[src/rtl/fir_coeff_pkg.sv]
// Shared definitions for the FIR coefficient path: the loader FSM states,
// the tap-index width and the largest supported filter length. The setup
// block and the FIR top import the same package, so keep it self-contained.
package fir_coeff_pkg;

    // Loader FSM states.
    typedef enum logic [1:0] {
        IDLE    = 2'd0,
        ARM     = 2'd1,
        CAPTURE = 2'd2,
        DONE    = 2'd3
    } coeff_state_e;

    // Tap index counter width; wide enough for COEFF_MAX_LENGTH.
    localparam int COEFF_CNT_WIDTH  = 10;

    // Largest number of taps the index counter can address without wrapping.
    localparam int COEFF_MAX_LENGTH = 1023;

    // Index of the final tap for a filter of the given length.
    function automatic logic [COEFF_CNT_WIDTH-1:0] coeff_last_index(input int length);
        return COEFF_CNT_WIDTH'(length - 1);
    endfunction

endpackage

[src/rtl/fir_coeff_bank.sv]
// Coefficient register file: LENGTH signed words written one at a time by
// index, read back all at once as a flattened bus (tap k at
// [k*DATA_WIDTH +: DATA_WIDTH]). Cleared only by the asynchronous reset;
// a reload simply overwrites entries as they arrive.
module fir_coeff_bank
    import fir_coeff_pkg::*;
#(
    parameter int LENGTH     = 20,
    parameter int DATA_WIDTH = 18
) (
    input  logic                           clock,
    input  logic                           reset_n,
    input  logic                           wr_en,
    input  logic [COEFF_CNT_WIDTH-1:0]     wr_index,
    input  logic [DATA_WIDTH-1:0]          wr_data,
    output logic [LENGTH*DATA_WIDTH-1:0]   rd_bus
);

    genvar k;
    generate
        for (k = 0; k < LENGTH; k++) begin : g_entry
            logic [DATA_WIDTH-1:0] entry_r;

            // Tap register loads only when its own index is addressed; out-of-range indices hit nothing.
            always_ff @(posedge clock or negedge reset_n) begin
                if (!reset_n) begin
                    entry_r <= '0;
                end else if (wr_en && (wr_index == COEFF_CNT_WIDTH'(k))) begin
                    entry_r <= wr_data;
                end else begin
                    entry_r <= entry_r;
                end
            end

            assign rd_bus[k*DATA_WIDTH +: DATA_WIDTH] = entry_r;
        end
    endgenerate

endmodule

[src/rtl/fir_coeff_loader.sv]
// Receiving end of the serial FIR coefficient stream. Requests words from the
// setup block, skips the one edge the setup block needs to register its first
// word, captures one coefficient per clock into the bank and checks that the
// setup block's done flag coincides with the final tap. All outputs come
// straight from registers.
module fir_coeff_loader
    import fir_coeff_pkg::*;
#(
    parameter int LENGTH     = 20,
    parameter int DATA_WIDTH = 18
) (
    input  logic                          clock,
    input  logic                          reset_n,
    input  logic                          loadStart,
    input  logic signed [DATA_WIDTH-1:0]  coeffIn,
    input  logic                          coeffSetFlagIn,
    output logic                          coeffRequest,
    output logic [LENGTH*DATA_WIDTH-1:0]  coeffBus,
    output logic                          coeffReady,
    output logic                          coeffError,
    output logic                          busy
);

    localparam logic [COEFF_CNT_WIDTH-1:0] LAST_INDEX = coeff_last_index(LENGTH);

    coeff_state_e                 state_r;
    coeff_state_e                 state_s;
    logic [COEFF_CNT_WIDTH-1:0]   index_r;
    logic [COEFF_CNT_WIDTH-1:0]   index_s;
    logic                         request_r;
    logic                         request_s;
    logic                         ready_r;
    logic                         ready_s;
    logic                         error_r;
    logic                         error_s;
    logic                         busy_r;
    logic                         busy_s;
    logic                         capture_en_s;
    logic                         last_s;

    assign last_s = (index_r == LAST_INDEX);

    // Next-state and next-output logic; every register holds unless a transition says otherwise.
    always_comb begin
        state_s      = state_r;
        index_s      = index_r;
        request_s    = request_r;
        ready_s      = ready_r;
        error_s      = error_r;
        capture_en_s = 1'b0;

        case (state_r)
            IDLE, DONE: begin
                if (loadStart) begin
                    state_s   = ARM;
                    request_s = 1'b1;
                    ready_s   = 1'b0;
                    error_s   = 1'b0;
                    index_s   = '0;
                end else begin
                    state_s   = state_r;
                end
            end

            // Setup block needs one edge after seeing the request before its first word is valid.
            ARM: begin
                state_s = CAPTURE;
            end

            CAPTURE: begin
                capture_en_s = 1'b1;
                index_s      = index_r + COEFF_CNT_WIDTH'(1);
                if (coeffSetFlagIn || last_s) begin
                    state_s   = DONE;
                    request_s = 1'b0;
                    if (coeffSetFlagIn && last_s) begin
                        ready_s = 1'b1;
                    end else begin
                        error_s = 1'b1;
                    end
                end else begin
                    state_s = CAPTURE;
                end
            end

            default: begin
                state_s   = IDLE;
                request_s = 1'b0;
                index_s   = '0;
            end
        endcase

        busy_s = (state_s == ARM) || (state_s == CAPTURE);
    end

    // State, index and status registers; reset drops the request immediately.
    always_ff @(posedge clock or negedge reset_n) begin
        if (!reset_n) begin
            state_r   <= IDLE;
            index_r   <= '0;
            request_r <= 1'b0;
            ready_r   <= 1'b0;
            error_r   <= 1'b0;
            busy_r    <= 1'b0;
        end else begin
            state_r   <= state_s;
            index_r   <= index_s;
            request_r <= request_s;
            ready_r   <= ready_s;
            error_r   <= error_s;
            busy_r    <= busy_s;
        end
    end

    fir_coeff_bank #(
        .LENGTH     (LENGTH),
        .DATA_WIDTH (DATA_WIDTH)
    ) u_bank (
        .clock    (clock),
        .reset_n  (reset_n),
        .wr_en    (capture_en_s),
        .wr_index (index_r),
        .wr_data  (coeffIn),
        .rd_bus   (coeffBus)
    );

    assign coeffRequest = request_r;
    assign coeffReady   = ready_r;
    assign coeffError   = error_r;
    assign busy         = busy_r;

endmodule

[config.mk]
export PLATFORM = sky130hd
export DESIGN_NAME = fir_coeff_loader
export DESIGN_NICKNAME = d
export VERILOG_FILES = /design/src/rtl/fir_coeff_pkg.sv /design/src/rtl/fir_coeff_bank.sv /design/src/rtl/fir_coeff_loader.sv
export SDC_FILE = /design/constraint.sdc
export NUM_CORES = 1
export LEC_CHECK = 0
export CORE_ASPECT_RATIO = 0.75
export CORE_MARGIN = 5
export CORE_UTILIZATION = 45
export DETAILED_ROUTE_END_ITERATION = 16
export PLACE_DENSITY = 0.84
export SETUP_SLACK_MARGIN = 0.4
export SKIP_LAST_GASP = 1
export SYNTH_ARGS = -nofsm -noshare
export SYNTH_HDL_FRONTEND = slang
export SYNTH_SLANG_ARGS = --single-unit
[constraint.sdc]
create_clock -name clock -period 5.7 [get_ports clock]
set_input_delay 1.14 -clock clock [delete_from_list [all_inputs] [get_ports clock]]
set_output_delay 1.14 -clock clock [all_outputs]
set_load 0.02 [all_outputs]
==> After elaboration in Yosys (flattened, before gate mapping) <==
Index checks and enable logic that the tools add are counted.
{ "totals": {"ff_bits": 376, "output_inout_bits": 364, "wordCells": 102, "input_bits": 22} }
{ "op_classes": {"n_reduce_logical": 31, "add_sub_neg": 1, "muxes": 16, "n_eq_ne": 28} }
{ "ops": {"columns": ["op", "n"], "rows": [
  ["10-bit by 4-bit == test with 1-bit output, second input constant", 8],
  ["10-bit by 3-bit == test with 1-bit output, second input constant", 4],
  ["10-bit by 5-bit == test with 1-bit output, second input constant", 4],
  ["1-bit logical AND", 21],
  ["10-bit by 2-bit == test with 1-bit output, second input constant", 2],
  ["10-bit one-hot mux with 2 select lines", 1],
  ["10-bit by 1-bit adder with 10-bit output, second input constant", 1],
  ["10-bit by 1-bit == test with 1-bit output, second input constant", 1],
  ["10-bit logical NOT", 1],
  ["10-bit two-way mux", 1],
  ["1-bit two-way mux", 9],
  ["2-bit != test, second input constant", 4],
  ["4-bit AND reduction", 2],
  ["2-bit == test, second input constant", 3],
  ["1-bit one-hot mux with 2 select lines", 3],
  ["2-bit one-hot mux with 3 select lines", 1],
  ["2-bit by 1-bit == test with 1-bit output, second input constant", 2],
  ["3-bit AND reduction", 1],
  ["2-bit logical NOT", 1],
  ["1-bit logical OR", 2],
  ["2-bit two-way mux", 1],
  ["2-bit AND reduction", 1],
  ["2-bit nonzero test", 1],
  ["2-bit OR reduction", 1]
]} }

==> Logic depth before layout (Yosys ltp) <==
Gate-level depths: netlist (run 1).
{ "depth": {"ltp_word": 6, "ltp_mapped": 8, "depth_no_buf": 6} }

==> By module <==
A second synthesis (run 1) with hierarchy kept.
{ "hier_totals": {"hier_cells": 897, "hier_area_um2": 14747.9} }
{ "by_module_without_submodules": {"columns": ["mod", "instances", "area_per_inst_um2", "seq_area_each_um2", "cells_per_inst"], "rows": [
  ["fir_coeff_bank", 1, 13887.1, 9008.6, 816],
  ["fir_coeff_loader", 1, 860.8, 400.4, 81]
]} }

==> Worst setup path after synthesis (run 1) <==
No wires, ideal clock.
{ "synth_path": {"kind": "input to register", "start": "in loadStart", "end": "reg index_r[9]", "stages": 4, "slack_ns": 3.490, "setup_ns": 0.078, "required_ns": 5.622, "arrival_time_ns": 2.132, "n_path_buf": 0, "cell_sequence": "mux2i_1 nor2_1 or4b_2 a21oi_1"} }
{ "synth_via": {"elab_chain_len": 2} }
{ "synth_lines": {"columns": ["item", "line", "source"], "rows": [
  ["start: declaration", "fir_coeff_loader.sv:14", "input logic loadStart,"],
  ["2-bit != test (no source line)", null, null],
  ["2-bit AND reduction (no source line)", null, null],
  ["end signal: assignment", "fir_coeff_loader.sv:107", "index_r <= index_s;"],
  ["end: declaration", "fir_coeff_loader.sv:28", "logic [COEFF_CNT_WIDTH-1:0] index_r;"]
]} }
No other way between the ends.
A chain may end at the register's enable or synchronous reset.

==> Final worst setup path (run 1) <==
{ "layout_path": {"start": "reg u_bank.g_entry[19].entry_r[1]", "end": "out coeffBus[343]"} }
{ "layout_lines": {"columns": ["item", "line", "source"], "rows": [
  ["start: declaration", "fir_coeff_bank.sv:22", "logic [DATA_WIDTH-1:0] entry_r;"],
  ["start signal: assignment", "fir_coeff_bank.sv:29", "entry_r <= wr_data;"],
  ["start signal: assignment", "fir_coeff_bank.sv:31", "entry_r <= entry_r;"],
  ["end: declaration", "fir_coeff_loader.sv:18", "output logic [LENGTH*DATA_WIDTH-1:0] coeffBus,"]
]} }
No word-level cell between the ends.

==> flow_summary.ini, run 1 <==
[run_status]
status = finished, final reports clean

[setup_path]
cp_top_family = buffers and inverters
crit_path_end_kind = output port
crit_slowest_cell = clkdlybuf4s50_1
crit_type = reg2out
path_cells = clkdlybuf4s50_1
path_buf_inv = 1
cp_slowest_stage_delay_ns = 0.67
cp_max_fo = 2
cp.arrival_ns = 1.56
cp-start-kind = flip-flop
crit_required_ns = 4.56

[detailed_routing]
totalWireLength_um = 41200
num_vias = 9137
detail-route-antenna-nets = 0
wl_per_cell_um = 24.2
vias_per_cell = 5.37
dr.first_iter.drc_count = 618
dr.pass1.iters = 4
top_layer = met4
wl_met1_um = 17700
route.met3.wl_um = 3490
wl_met2_um = 19100
drc = 0

[clocking]
postCtsSetupBuffers = 0
root_buffer = clkbuf_16
cts_buffers = 37
insertion_delay_ns = 0.52
cts_resized = 0
cts_sinks = 376
cts_hold_repair.buffers = 0
path_clk_slew_ns = 0.06
cts_tree = yes
cts_buffer_depth = 3
cts_max_level = 2

[timing]
fmax_mhz = 371
period_needed_ns = 2.70
min_period_over_period = 0.473
finalHoldViolCount = 0
rsz0062_at_grt = false
setup_tns_ns = 0
fin_hold_ws_ns = 0.501
relSlewSlack = 0.223
tightestPinTransition_ns = 1.16
setup-violations-final = 0
drv_slew = 0
skew_ns = 0.0168

[layout]
nets = 1295
diodes = 0
syn2layout_area_growth_pct = 36.9
fill_cells = 2278
post-route-util = 0.630
drive_above_1_share = 0.342

[power_and_ir_drop]
cellPowerDensity_mw_per_mm2 = 523
power.leakage_nw = 8.55
irDropWorstVdd_uv = 261

[global_routing]
grt_pass1_vias = 9729
antenna_found_initial = 2
grt_pass1_wl_um = 62200
overflow = 0
grt_max_degree = 145
track_usage = 0.227

[floorplan]
core_area_mm2 = 0.0315
start_util = 0.460
die_w_um = 217
num_io_pins = 386
dieArea_mm2 = 0.0359
die_h_um = 165
rows = 56

[yosys]
yosysTopAreaCellShare = 0.651
synth_edf_count = 0
synth_area_mm2 = 0.0145
yosys_warnings = 0
synthArstFlopShare = 1.00
synth_area_leaders = dfrtp_1, mux2_2, clkbuf_1
synth_most_common_cell = dfrtp_1
synthDistinctLibCells = 35
seq_area_frac_synth = 0.651
synthesis.instances = 907
synth_ff_type = dfrtp_1
synth-seq-cells = 376
yosys.area.top_type = dfrtp_1
syn-num-nets = 934
synth_area_per_cell_um2 = 15.9
synthTopCellsByCount = dfrtp_1, mux2_2, clkbuf_1

[job]
maxCapViolations = 0

[placed_design]
gp_congestion = 0.815
dp_hpwl_um = 27600
portBuffers = 385

[min_path]
hp-class = reg2reg
==> layout make-up <==
class,instances,area [um2],area share
Clock inverter,8,97.6,0.00493
Multi-Input combinational cell,457,4700,0.237
Timing Repair Buffer,389,3910,0.198
Sequential cell,376,9410,0.475
Inverter,7,26.3,0.00133
Clock buffer,59,1150,0.0581
Tap cell,406,508,0.0256
==> layout by cell type (no fill, tap or decap), types with 3 or more instances in the layout <==
cell type / count
nor3_1: 4
dfrtp_1: 376
ha_1: 5
and3_1: 6
nand2_2: 12
clkbuf_8: 10
nand3_1: 10
xor2_1: 4
clkinv_2: 4
mux2_2: 361
xnor2_1: 3
inv_1: 7
nand2_1: 9
nor2_1: 11
clkbuf_16: 39
nand4_1: 3
o21ai_0: 7
clkbuf_1: 10
clkdlybuf4s50_1: 384
==> path summary, 6_finish.rpt <==
path                                                     from                             end  slack [ns]  depth (start not counted)
min in group asynchronous                             reset_n    u_bank.g_entry[6].entry_r[5]        0.65                          1
worst min-delay path            u_bank.g_entry[5].entry_r[13]   u_bank.g_entry[5].entry_r[13]        0.50                          1
worst min register to register  u_bank.g_entry[5].entry_r[13]   u_bank.g_entry[5].entry_r[13]        0.50                          1
worst max register to register                     state_r[0]  u_bank.g_entry[19].entry_r[12]        3.13                          5
worst max-delay path            u_bank.g_entry[19].entry_r[1]                   coeffBus[343]        3.00                          1
max in group asynchronous                             reset_n   u_bank.g_entry[2].entry_r[14]        3.80                          2
==> stage by stage <==
step / instances / area (um2) / setup WS, ns / power [mW]
after CTS: 1702 / 19800 / 2.97 / 10.4
after global placement: 1635 / 18600 / 2.81 / 7.78
after floorplan: 907 / 14500 / 3.49 / 5.84
final: 1702 / 19800 / 3.00 / 10.4
after detailed placement: 1635 / 18600 / 2.74 / 7.91
after global routing: 1702 / 19800 / 2.95 / 10.8
==> routing by layer <==
| metal | global-route usage | up-vias |
|---|---|---|
| li1 | - | 3912 |
| met1 | 0.305 | 4834 |
| met2 | 0.358 | 329 |
| met3 | 0.0778 | 62 |
| met4 | 0.0603 | 0 |
| met5 | 0 | - |
==> flip-flops by register name, summed over array words and instances (netlist names) <==
signal                  cells
u_bank.g_entry.entry_r    360
coeffReady                  1
index_r                    10
coeffRequest                1
busy                        1
coeffError                  1
state_r                     2
==> power by group <==
part | internal, mW | switching, mW
sequential | 3.47 | 0.452
clock | 1.48 | 1.01
combinational | 1.99 | 1.96
==> cell families after synthesis <==
logic type,share of synthesized area
AOI/OAI and AO/OA,0.00562
xor gates and xnor gates,0.00424
adders and majority gates,0.00433
buffers and inverters,0.0247
DFF,0.651
muxes,0.282
and+or+nand+nor,0.0280
No activity file was read; power rests on OpenSTA's default activity.
==> inputs of run 2 (changes only) <==
--- a/config.mk
+++ b/config.mk
@@ -7,9 +7,9 @@
 export LEC_CHECK = 0
 export CORE_ASPECT_RATIO = 0.75
 export CORE_MARGIN = 5
-export CORE_UTILIZATION = 45
+export CORE_UTILIZATION = 44
 export DETAILED_ROUTE_END_ITERATION = 16
-export PLACE_DENSITY = 0.84
+export PLACE_DENSITY = 0.86
 export SETUP_SLACK_MARGIN = 0.4
 export SKIP_LAST_GASP = 1
 export SYNTH_ARGS = -nofsm -noshare
==> constraint.sdc (replaced) <==
create_clock -name clock -period 2.3 [get_ports clock]
set_input_delay 0.46 -clock clock [delete_from_list [all_inputs] [get_ports clock]]
set_output_delay 0.46 -clock clock [all_outputs]
set_load 0.02 [all_outputs]
==> run 2 against run 1 <==
Combinational power increased by 120%. Critical path depth up 5. Hold slack lost 0.0030 ns. Wire length grew 10%. Via count up 5.3%. Final cell count up 6.8%. First-iteration DRC count shrank 6.6%. Global-route usage increased by 1.5 points. Core utilization is 1.0 points higher. Total power is 140% higher. Critical path type is now reg2reg. Critical endpoint is now u_bank.g_entry[10].entry_r[14]. Largest cell class unchanged. Largest power group is now sequential cells. Highest routed layer unchanged.
==> flow_summary.ini, run 2 (same netlist as run 1, synthesis figures left out) <==
[detailed_routing]
num_vias = 9618
totalWireLength_um = 45400
dr.pass1.iters = 6
dr.first_iter.drc_count = 577
vias_per_cell = 5.29
drc = 0
detail-route-antenna-nets = 0
wl_per_cell_um = 25.0

[placed_design]
portBuffers = 385
pre_cts_slack_ns = 0.0893
gp_congestion = 0.813
post-place-cells = 1723
placed_area_mm2 = 0.0191
dp_hpwl_um = 29300

[setup_path]
cp.arrival_ns = 2.46
cp_max_fo = 18
cp-endpoint = u_bank.g_entry[10].entry_r[14]
critPathLaunch = index_r[6]
path_buf_inv = 2
crit_required_ns = 2.70
path_cells = or4_4 -> nor3b_4 -> buf_12 -> nand2_2 -> buf_12 -> mux2_2
cp_slowest_stage_delay_ns = 0.60
cp_top_family = simple AND/OR/NAND/NOR gates
worst-path-stages = 6
cp_common_cell = buf_12
r2r-start = index_r[6]
crit_slowest_cell = or4_4
r2r_cells = 6
crit_type = reg2reg
cp-start-kind = flip-flop
r2r_slack_ns = 0.24
reg2reg_to = u_bank.g_entry[10].entry_r[14]
crit_path_end_kind = flip-flop

[timing]
drv_slew = 0
relSlewSlack = 0.631
setup_tns_ns = 0
rsz0062_at_grt = true
min_period_over_period = 0.897
skew_ns = 0.0130
fin_hold_ws_ns = 0.498
period_needed_ns = 2.06
finalHoldViolCount = 0
tightestPinTransition_ns = 0.548
setup-violations-final = 0
worst_slack_ns = 0.237
fmax_mhz = 485

[run_status]
status = finished, final reports clean

[min_path]
whs_path_depth = 1
hp-class = reg2reg

[power_and_ir_drop]
power.share.clock = 0.254
finalPower_mw = 24.9
p_sw_mw = 8.70
switching_share = 0.350
combPwrFrac = 0.355
p_seq_frac = 0.391
cellPowerDensity_mw_per_mm2 = 1200
power.leakage_nw = 9.94
intPower_mw = 16.2
irDropWorstVdd_uv = 749

[layout]
largest_reg_flops = 360
nets = 1376
reg_top3 = u_bank.g_entry.entry_r x360, index_r x10, state_r x2
diodes = 0
mostFrequentLayoutCell = dfrtp_1
drive_above_1_share = 0.395
fin_cells = 1818
fill_cells = 2402
design_area_mm2 = 0.0207
mostFrequentLayoutCells = dfrtp_1, dlygate4sd2_1, mux2_2
largest_register = u_bank.g_entry.entry_r
syn2layout_area_growth_pct = 43.2
post-route-util = 0.640

[clocking]
root_buffer = clkbuf_16
cts_max_level = 2
cts_sinks = 376
cts_buffers = 37
cts_buffer_depth = 3
insertion_delay_ns = 0.52
cts_tree = yes
path_clk_slew_ns = 0.06

[floorplan]
core_area_mm2 = 0.0324
num_io_pins = 386
start_util = 0.447
dieArea_mm2 = 0.0366
rows = 57
die_w_um = 219
die_h_um = 167

[job]
maxCapViolations = 0

[global_routing]
grt_max_degree = 53
overflow = 0
grt_pass1_vias = 10400
track_usage = 0.242
antenna_found_initial = 0
grt_pass1_wl_um = 67600
-- run 2: changes by cell type in the layout (fill, tap and decap cells not counted), moves of 4 or more --
cell,before,now
clkbuf_8,10,6
clkbuf_16,39,43
dlygate4sd2_1,0,363
buf_12,2,29
clkbuf_1,10,2
and3_1,6,2
buf_6,0,7
nand2_8,0,9
clkdlybuf4s50_1,384,20
clkinv_2,4,11
buf_4,2,35
-- run 2: worst min path at each step --
stage | end | from | slack (ns)
final | u_bank.g_entry[11].entry_r[0] | u_bank.g_entry[11].entry_r[0] | 0.50
after detailed placement | u_bank.g_entry[10].entry_r[11] | reset_n | 0.44
after CTS | u_bank.g_entry[8].entry_r[2] | u_bank.g_entry[8].entry_r[2] | 0.50
after global routing | u_bank.g_entry[11].entry_r[0] | u_bank.g_entry[11].entry_r[0] | 0.51
after floorplan | busy | reset_n | 0.16
after global placement | u_bank.g_entry[10].entry_r[11] | reset_n | 0.44
-- run 2: power groups by stage --
| stage | clock (mW) | combinational, mW | sequential, mW |
|---|---|---|---|
| global placement | 0 | 9.65 | 9.74 |
| detailed placement | 0 | 9.89 | 9.86 |
| CTS | 6.44 | 8.88 | 9.71 |
| finish | 6.31 | 8.83 | 9.73 |
| global route | 6.74 | 9.33 | 9.93 |
| floorplan | 0 | 2.50 | 12.0 |
-- run 2: final cells by class --
class	count	area, um2	share of cell area
inverters	7	26.3	0.00127
flip-flops and latches	376	9410	0.454
clock inverters	19	206	0.00997
multi-input cells	463	4940	0.238
well taps	442	553	0.0267
repair buffers	464	4510	0.218
clock buffers	47	1070	0.0515
-- run 2: timing repair --
item	in CTS	in global routing
setup endpoints to repair	690	363
pin swaps	9	6
gates cloned	7	7
hold buffers	1	0
resized for setup	422	16
hold endpoints to repair	41	0
setup buffers	13	1
-- run 2: per-layer routing --
metal,share of wire,wire [um],global-route usage,vias up
met5,0,0,0,-
met2,0.47,21400,0.385,405
met1,0.41,18800,0.327,5013
met4,0.028,1260,0.0677,0
met3,0.088,3980,0.0722,98
li1,-,-,-,4102
==> inputs of run 3 (changes only) <==
--- a/config.mk
+++ b/config.mk
@@ -7,11 +7,13 @@
 export LEC_CHECK = 0
 export CORE_ASPECT_RATIO = 0.75
 export CORE_MARGIN = 5
-export CORE_UTILIZATION = 44
+export CORE_UTILIZATION = 40
 export DETAILED_ROUTE_END_ITERATION = 16
-export PLACE_DENSITY = 0.86
+export PLACE_DENSITY = 0.8
+export REMOVE_ABC_BUFFERS = 1
 export SETUP_SLACK_MARGIN = 0.4
 export SKIP_LAST_GASP = 1
+export SLEW_MARGIN = 10
 export SYNTH_ARGS = -nofsm -noshare
 export SYNTH_HDL_FRONTEND = slang
 export SYNTH_SLANG_ARGS = --single-unit
==> run 3 against run 2 <==
Fmax fell by 2.7%. Clock skew hardly changed. Final cell count is 1.5% higher. Sequential share of layout area increased by 0.18 points. Die area up 9.5%. Non-clock buffer count grew 3. Highest routed layer unchanged.
==> flow_summary.ini, run 3 (same netlist as run 1, synthesis figures left out) <==
[setup_path]
cp_top_family = simple AND/OR/NAND/NOR gates
r2r_cells = 7
cp-start-kind = flip-flop
crit_slowest_cell = or4_4
cp.arrival_ns = 2.53
crit_type = reg2reg
cp_max_fo = 4
crit_path_end_kind = flip-flop
r2r-start = index_r[5]
path_buf_inv = 3
crit_required_ns = 2.71
cp_slowest_stage_delay_ns = 0.60
path_cells = or4_4 -> nor3_4 -> buf_6 -> nand2_8 -> buf_12 -> buf_16 -> mux2_4
r2r_slack_ns = 0.18
reg2reg_to = u_bank.g_entry[0].entry_r[17]

[global_routing]
overflow = 0
antenna_found_initial = 0
grt_pass1_wl_um = 66900
grt_pass1_vias = 10400
grt_max_degree = 83
track_usage = 0.217

[floorplan]
die_w_um = 230
rows = 60
dieArea_mm2 = 0.0401
num_io_pins = 386
start_util = 0.404
core_area_mm2 = 0.0358
die_h_um = 175

[layout]
nets = 1380
mostFrequentLayoutCell = dfrtp_1
mostFrequentLayoutCells = dfrtp_1, dlygate4sd2_1, mux2_2
syn2layout_area_growth_pct = 42.7
post-route-util = 0.576
fin_cells = 1845
fill_cells = 2887
reg_top3 = u_bank.g_entry.entry_r x360, index_r x10, state_r x2
largest_register = u_bank.g_entry.entry_r
largest_reg_flops = 360
drive_above_1_share = 0.390

[detailed_routing]
wl_per_cell_um = 24.2
dr.pass1.iters = 4
drc = 0
detail-route-antenna-nets = 0
dr.first_iter.drc_count = 513
totalWireLength_um = 44600
vias_per_cell = 5.16
num_vias = 9523

[clocking]
root_buffer = clkbuf_16
insertion_delay_ns = 0.53
cts_max_level = 2
path_clk_slew_ns = 0.06
cts_sinks = 376
cts_buffer_depth = 3
cts_buffers = 38
cts_tree = yes

[timing]
min_period_over_period = 0.922
fmax_mhz = 472
relSlewSlack = 0.687
tightestPinTransition_ns = 0.469
drv_slew = 0
skew_ns = 0.0129
setup_tns_ns = 0
finalHoldViolCount = 0
setup-violations-final = 0
period_needed_ns = 2.12
rsz0062_at_grt = true

[placed_design]
post-place-cells = 1742
gp_congestion = 0.780
dp_hpwl_um = 27700
portBuffers = 385

[job]
maxCapViolations = 0

[power_and_ir_drop]
irDropWorstVdd_uv = 834
cellPowerDensity_mw_per_mm2 = 1210
power.leakage_nw = 9.89

[run_status]
status = finished, final reports clean

[min_path]
hp-class = in2async
## run 3: changes by cell type in the layout (fill, tap and decap cells not counted), sizes merged
cell          previous run  this run
clkbuf                  51        60
clkinvlp                 3         1
dlymetal6s2s             1         0
diode                    0         2
clkinv                  11         3
inv                      8         9
buf                     75        80
dlygate4sd2            363       364
bufinv                   4         1
## run 3: where the power goes
part	internal [mW]	switching [mW]	leakage, nW
registers	8.59	1.06	4.57
logic	4.11	5.08	4.73
clock network	3.52	2.51	0.592
## run 3: cell type report
cell class,count,area [um2],area share
antenna,2,5.00,0.000243
clock buffer,58,1140,0.0551
clock inverter,7,70.1,0.00340
inverter,7,26.3,0.00127
multi-input combinational,463,4940,0.240
sequential,376,9410,0.456
tap,465,582,0.0282
timing repair buffer,467,4460,0.216
## run 3: routing by layer
metal,part of all wire,vias to the layer above,wire (um),global-route usage
li1,-,4088,-,-
met4,0.020,0,873,0.0496
met2,0.47,335,20800,0.340
met5,0,-,0,0
met1,0.43,5034,19000,0.291
met3,0.090,66,4020,0.0789
## run 3: worst max path at each step
stage | startpoint | to | cells after the start
floorplan | state_r[0] | u_bank.g_entry[12].entry_r[0] | 5
global placement | loadStart | index_r[9] | 5
detailed placement | index_r[6] | u_bank.g_entry[11].entry_r[5] | 4
CTS | index_r[6] | u_bank.g_entry[0].entry_r[4] | 7
global route | index_r[5] | u_bank.g_entry[0].entry_r[17] | 7
finish | index_r[5] | u_bank.g_entry[0].entry_r[17] | 7
## run 3: through the flow
| stage | setup slack, ns | power [mW] | instance area (um2) | hold slack, ns |
|---|---|---|---|---|
| floorplan | 0.156 | 14.4 | 14100 | 0.164 |
| global placement | 0.159 | 19.4 | 19100 | 0.428 |
| detailed placement | 0.147 | 19.7 | 19100 | 0.424 |
| CTS | 0.241 | 24.8 | 20300 | 0.442 |
| global route | 0.123 | 26.1 | 20600 | 0.501 |
| finish | 0.179 | 24.9 | 20600 | 0.462 |
## run 3: timing repair
item	4_1_cts	5_1_grt
setup buffers	10	11
hold endpoints to repair	43	0
hold buffers	1	0
gates resized for setup	418	26
pin swaps	5	5
endpoints found under the setup margin	693	342
gates cloned	7	7
